--- src/rtl/fifo_read_ctrl.sv ---
// fifo_read_ctrl: read-side controller for the synchronous FIFO storage array.
//
// Owns the read pointer. Drives a one-hot read select into storage. Captures the
// selected word into a registered output stage and presents it over a valid/ready
// handshake. Empty and level come from the write pointer published by the write side.
// Pointer overrun (level > DEPTH) raises a sticky error flag.
//
// Ports:
//   clk        in   system clock
//   rst_n      in   asynchronous active-low reset
//   wr_ptr     in   write pointer (binary, MSB = wrap bit)
//   mem_rdata  in   storage read data, combinational from rd_sel
//   rd_sel     out  one-hot read select, all zero when empty
//   rd_ptr     out  registered read pointer (MSB = wrap bit)
//   empty      out  no unread entry in storage
//   out_data   out  registered output word
//   out_valid  out  out_data holds an unaccepted word
//   out_ready  in   consumer accepts out_data this cycle
//   rd_level   out  (FIFO_RD_LEVEL_EN only) registered unread count incl. output stage
//   ovf_err    out  sticky pointer-overrun flag
//
// Optional feature macro: FIFO_RD_LEVEL_EN

module fifo_read_ctrl #(
  parameter int unsigned DEPTH = 4,
  parameter int unsigned WIDTH = 4,
  parameter int unsigned AW    = 2
) (
  input  logic             clk,
  input  logic             rst_n,
  input  logic [AW:0]      wr_ptr,
  input  logic [WIDTH-1:0] mem_rdata,
  output logic [DEPTH-1:0] rd_sel,
  output logic [AW:0]      rd_ptr,
  output logic             empty,
  output logic [WIDTH-1:0] out_data,
  output logic             out_valid,
  input  logic             out_ready,
`ifdef FIFO_RD_LEVEL_EN
  output logic [AW:0]      rd_level,
`endif
  output logic             ovf_err
);

  typedef enum logic [1:0] {StIdle, StHold, StHoldPend} state_e;

  localparam logic [AW:0] DepthLvl = (AW+1)'(DEPTH);

  state_e      state;
  logic [AW:0] level;
  logic [AW:0] rd_ptr_inc;
  logic [AW:0] rd_ptr_nxt;
  logic        load;
  logic        accept;
  logic        empty_after;

  // Modular subtraction handles wrap via the extra MSB.
  assign level      = wr_ptr - rd_ptr;
  assign empty      = (level == '0);
  assign rd_ptr_inc = rd_ptr + 1'b1;
  assign load       = !empty && (!out_valid || out_ready);
  assign accept     = out_valid && out_ready;
  assign rd_ptr_nxt = load ? rd_ptr_inc : rd_ptr;
  // Storage emptiness as seen after this edge, assuming wr_ptr holds.
  assign empty_after = (wr_ptr == rd_ptr_nxt);

  always_comb begin
    rd_sel = '0;
    if (!empty) begin
      rd_sel = {{(DEPTH-1){1'b0}}, 1'b1} << rd_ptr[AW-1:0];
    end
  end

  always_ff @(posedge clk or negedge rst_n) begin
    if (!rst_n) begin
      state     <= StIdle;
      rd_ptr    <= '0;
      out_data  <= '0;
      out_valid <= 1'b0;
      ovf_err   <= 1'b0;
    end else begin
      if (load) begin
        out_data  <= mem_rdata;
        out_valid <= 1'b1;
        rd_ptr    <= rd_ptr_inc;
      end else if (accept) begin
        out_valid <= 1'b0;
      end

      if (level > DepthLvl) begin
        ovf_err <= 1'b1;
      end

      unique case (state)
        StIdle: begin
          if (load) begin
            state <= empty_after ? StHold : StHoldPend;
          end
        end
        StHold, StHoldPend: begin
          if (accept && !load) begin
            state <= StIdle;
          end else begin
            state <= empty_after ? StHold : StHoldPend;
          end
        end
        default: state <= StIdle;
      endcase
    end
  end

`ifdef FIFO_RD_LEVEL_EN
  // Counts words still in storage plus the one parked in the output stage.
  always_ff @(posedge clk or negedge rst_n) begin
    if (!rst_n) begin
      rd_level <= '0;
    end else begin
      rd_level <= level + {{AW{1'b0}}, out_valid};
    end
  end
`endif

endmodule

--- config.mk ---
export PLATFORM = sky130hd
export DESIGN_NAME = fifo_read_ctrl
export DESIGN_NICKNAME = d
export VERILOG_FILES = /design/src/rtl/fifo_read_ctrl.sv
export SDC_FILE = /design/constraint.sdc
export NUM_CORES = 1
export LEC_CHECK = 0
export ABC_AREA = 1
export CAP_MARGIN = 20
export CORE_MARGIN = 3
export CORE_UTILIZATION = 25
export CTS_CLUSTER_DIAMETER = 200
export DETAILED_ROUTE_END_ITERATION = 12
export DONT_BUFFER_PORTS = 1
export GPL_TIMING_DRIVEN = 0
export SKIP_CTS_REPAIR_TIMING = 1
export SYNTH_ARGS = -nofsm -noshare
export SYNTH_HDL_FRONTEND = slang
export SYNTH_SLANG_ARGS = --single-unit
--- constraint.sdc ---
create_clock -name clk -period 1.4 [get_ports clk]
set_clock_uncertainty 0.15 [all_clocks]
set_input_delay 0.07 -clock clk [delete_from_list [all_inputs] [get_ports clk]]
set_output_delay 0.07 -clock clk [all_outputs]
set_load 0.05 [all_outputs]
==> results of run 1 <==
## worst max-delay path by stage
stage               startpoint   endpoint  cells past startpoint
global placement     rd_ptr[1]  rd_sel[3]                      9
global route         rd_ptr[0]  rd_sel[2]                      8
finish               rd_ptr[1]  rd_sel[3]                      8
CTS                  rd_ptr[1]  rd_sel[3]                      8
detailed placement   rd_ptr[1]  rd_sel[3]                      8
floorplan            rd_ptr[1]  rd_sel[3]                      9
## layout by cell type (no fill, tap or decap), drive strengths merged
cell | Yosys | routed
nand2 | 32 | 32
inv | 14 | 10
dfrtp | 9 | 9
nand3 | 8 | 8
ha | 6 | 6
buf | 1 | 6
dlygate4sd3 | 0 | 5
clkbuf | 0 | 4
clkinvlp | 0 | 3
a21oi | 2 | 2
clkinv | 0 | 1
or2 | 1 | 1
xor2 | 1 | 1
## cell families after synthesis
| family | count (synthesis) |
|---|---|
| compound gates | 2 |
| xor+xnor | 1 |
| fa+ha+maj | 6 |
| buf+inv | 15 |
| flops | 9 |
| simple gates | 41 |
## flip-flops by register name, summed over array words and instances (netlist names)
signal / flops
out_valid: 1
out_data: 4
ovf_err: 1
rd_ptr: 3
## routing by layer
layer,track usage [%],vias up
met3,1.94,6
li1,-,250
met5,0,-
met1,8.97,246
met2,15.1,18
met4,7.66,0
## layout make-up
type	count	area [µm²]	share of cell area (%)
buffer	1	15.0	1.88
timing repair buffer	10	87.6	11.0
sequential	9	234	29.4
clock buffer	4	26.3	3.30
multi-input combinational	50	327	41.0
tap	27	33.8	4.24
inverter	14	73.8	9.26
## per-stage QoR
step	cells	setup slack [ns]	TNS, ns
6_report	115	-0.696	-7.24
5_1_grt	115	-0.771	-8.18
4_1_cts	105	-0.817	-7.86
3_5_place_dp	101	-0.521	-6.20
3_3_place_gp	101	-0.499	-5.80
2_1_floorplan	74	-0.418	-4.51
## worst register-to-register path, delay by kind of cell (launching register included)
family          cells  cell delay, ns
compound gates      1            0.14
fa+ha+maj           1            0.20
buf+inv             3            0.48
flops               1            0.58
simple gates        3            0.32
==> qor.csv, run 1 <==
metric,value,unit
status,"complete, but fails checks",
violated checks,negative setup slack,
I/O Buffers,0,
"Buf+Inv Stages, Crit Path",3,
dpl cell area,653,µm²
worst-path fanout max,8,
mux cell area share after synthesis,0,%
fin area,797,µm²
H-tree levels,1,
final hold slack,0.0213,ns
Worst path top cell family by delay,flip-flops,
Seq cells post-synth,9,
Unique masters post-synth,12,
M1 WL,537,µm
DRT Wirelength,1400,µm
router iterations before antenna repair,2,
unrepaired setup endpoints after global routing,true,
"CTS clk-pin slew, worst paths",0.07,ns
Final nets,105,
"count leader, synth",nand2_1,
largest net degree at the start of global routing,11,
Yosys top cell area share,39.6,%
Clock Latency Late Sink,0.27,ns
Post-synth EDFFs,0,
vias in the first global route,423,
iteration-0 DRC count of the detailed router,5,
die width,53.7,µm
DIE AREA,0.00289,mm²
final worst path period need,2.10,ns
slew margin rel.,65.5,%
DP HPWL,948,µm
endpoint class of the critical path,output port,
wire per inst,12.2,µm
area added between synthesis and finish,40.0,%
WP data required,1.18,ns
CP Launch Type,register,
critical-path cell list,inv_4 > ha_4 > a21oi_2 > nand2_2 > nand3_4 > buf_8 > nand2_4 > clkinvlp_4,
top-level I/O count,24,
worst setup path class,reg2out,
"setup slack, reg-to-reg",-0.54,ns
wire length on met3,64,µm
"Async S/R FF share, synth",100,%
CORE AREA,0.00206,mm²
final setup violation count,14,
total of max-cap violations,0,
final worst path period share,150,%
first-pass GRT wire length,1790,µm
number of remaining DRC errors,0,
Slew Limit Fails,0,
initial antenna violation count,0,
initial cell density of the core,27.6,%
Post-synth top cells,"nand2_1 (29), inv_1 (11), dfrtp_1 (9), nand3_1 (7), ha_1 (6)",
XOR/XNOR Fraction of Synth Area,1.54,%
Tot GR Track Use,8.84,%
Post-Synth Simple-Gate Area,32.7,%
r2r worst-path depth,8,
Worst Hold Class,in2async,
gp weighted congestion,0.675,
grt ovf,0,
Slowest cell on crit path,dfrtp_4,
share of layout cells above drive strength 1,35.2,%
average size of a mapped cell,7.69,µm²
Max Buffers Root-to-Sink,2,
DR vias/cell,4.52,
Top Layer Used,met4,
Main synth FF type,dfrtp_1,
Critical R2R Capture,out_valid,
clk sinks,9,
post-synthesis adder-cell area fraction,13.2,%
n_diodes,0,
Fmax achieved,477,MHz
part of the Yosys area used for sequential elements,39.6,%
warnings from Yosys,0,
largest family of logic cells by synthesized area,simple AND/OR/NAND/NOR gates,
met2 wire len,752,µm
detailed-route via count,520,
Die Span Y,53.7,µm
PnR worst setup slack,-0.696,ns
antenna-violating nets left,0,
Worst Tran Pin Value,0.518,ns
Clock Tree Root,clkbuf_4,
"Cell Area, Synth",569,µm²
Core Rows,16,
Mapped Nets,90,
Post-Syn Instances,74,
Critical Path Max Stage Delay,0.58,ns
Reg-to-Reg Start,rd_ptr[1],
final core utilization,38.7,%
CP arrival,1.88,ns
Final Hold Viols,0,
CTS Buf Count,3,
Synth area leaders,"dfrtp_1 (40%), nand2_1 (19%), ha_1 (13%), inv_1 (7.3%), nand3_1 (6.2%)",
complex-gate fraction of the synthesized area,1.76,%
Filler Cell Count,224,
CTS tree,done,
largest area contributor in the netlist,dfrtp_1,
Power of run 1 is left out: the tool's default activity adds up to more than one toggle a clock period on the data nets, which glitch-free logic cannot reach.
==> run 2, diff against run 1 <==
- REMOVE_ABC_BUFFERS: default -> 1
==> qor.csv, run 2 (same netlist as run 1, synthesis figures left out) <==
metric,value,unit,change
Slowest cell on crit path,dfrtp_4,,
Max Buffers Root-to-Sink,2,,unchanged
violated checks,negative setup slack,,
"setup slack, reg-to-reg",-0.56,ns,-0.02 ns
Tot GR Track Use,8.81,%,-0.025 points
initial antenna violation count,0,,unchanged
Final Hold Viols,0,,unchanged
DIE AREA,0.00289,mm²,unchanged
setup tns final,-7.81,ns,-0.564 ns
most frequent cells in the layout,"nand2_1 (21), nand2_2 (7), nand3_1 (7)",,
DP HPWL,920,µm,-3.0%
CTS tree,done,,
final worst path period share,147,%,-2.8 points
total of max-cap violations,0,,unchanged
number of remaining DRC errors,0,,unchanged
top-level I/O count,24,,unchanged
wire per inst,12.1,µm,-1.1%
slew margin rel.,65.9,%,+0.41 points
Final nets,107,,+1.9%
CORE AREA,0.00206,mm²,unchanged
share of layout cells above drive strength 1,40.0,%,+4.8 points
largest registers,"out_data (4), rd_ptr (3)",,
worst setup path class,reg2out,,
H-tree levels,1,,unchanged
Slew Limit Fails,0,,unchanged
PnR worst setup slack,-0.656,ns,+0.0397 ns
pre-CTS setup slack,-0.988,ns,-0.467 ns
first-pass GRT wire length,1750,µm,-2.4%
Critical Path Max Stage Delay,0.58,ns,about the same
die width,53.7,µm,unchanged
CTS Buf Count,3,,unchanged
final setup violation count,14,,unchanged
dpl cell area,592,µm²,-9.4%
n_diodes,0,,unchanged
I/O Buffers,0,,unchanged
endpoint class of the critical path,output port,,
Top reg by flops,out_data,,
vias in the first global route,437,,+3.3%
DR vias/cell,4.29,,-5.1%
CP arrival,1.84,ns,-0.04 ns
"CTS clk-pin slew, worst paths",0.06,ns,about the same
unrepaired setup endpoints after global routing,true,,
worst-path fanout max,5,,-3
Clock Tree Root,clkbuf_4,,
clk sinks,9,,unchanged
Fmax achieved,486,MHz,+1.9%
DRT Wirelength,1410,µm,+0.57%
Die Span Y,53.7,µm,unchanged
area added between synthesis and finish,46.6,%,
router iterations before antenna repair,4,,+2
fin area,835,µm²,+4.7%
WP data required,1.18,ns,about the same
Worst path top cell family by delay,flip-flops,,
status,"complete, but fails checks",,
CP Launch Type,register,,
antenna-violating nets left,0,,unchanged
largest net degree at the start of global routing,14,,+3
number of flip-flops in the largest register,4,,unchanged
gp weighted congestion,0.624,,-7.6%
final worst path period need,2.06,ns,-0.0397 ns
iteration-0 DRC count of the detailed router,6,,+1
Core Rows,16,,unchanged
"most common cell after layout, fill and taps aside",nand2_1,,
Worst Tran Pin Value,0.512,ns,-0.00621 ns
grt ovf,0,,unchanged
initial cell density of the core,27.6,%,unchanged
detailed-route via count,502,,-3.5%
Worst Hold Class,in2async,,
critical-path cell list,inv_4 > ha_4 > nand2_2 > nand2_2 > nand2_4 > nand3_4 > nand2_4 > clkinvlp_4,,
Clock Latency Late Sink,0.25,ns,-0.02 ns
"Buf+Inv Stages, Crit Path",2,,-1
[run 2: worst paths after layout]
path | from | end | cells after the start
max | rd_ptr[1] | rd_sel[2] | 8
min | rst_n | out_valid | 1
max reg2reg | rd_ptr[1] | out_data[1] | 11
min reg2reg | rd_ptr[1] | rd_ptr[1] | 2
max in group asynchronous | rst_n | rd_ptr[1] | 1
min in group clk | wr_ptr[2] | ovf_err | 5
[run 2: area by class of cell]
class | instances | area, µm²
Fill cell | 213 | 1230
Sequential cell | 9 | 231
Timing Repair Buffer | 12 | 106
Multi-Input combinational cell | 51 | 363
Clock buffer | 4 | 26.3
Inverter | 14 | 73.8
Tap cell | 27 | 33.8
[run 2: stage by stage]
step,hold slack [ns],cells,utilization [%]
floorplan,-0.376,73,-
global route,0.0469,117,40.5
global placement,-0.375,100,28.7
detailed placement,-0.375,100,28.7
finish,0.0277,117,40.5
CTS,-0.654,104,30.0
[run 2: routing by layer]
metal | global-route usage (%) | part of all wire, % | vias to the layer above
met2 | 13.9 | 47 | 18
li1 | - | - | 256
met3 | 5.82 | 9.1 | 2
met4 | 6.38 | 0.85 | 0
met5 | 0 | 0 | -
met1 | 8.05 | 43 | 226
Power of run 2 is left out for the same reason.
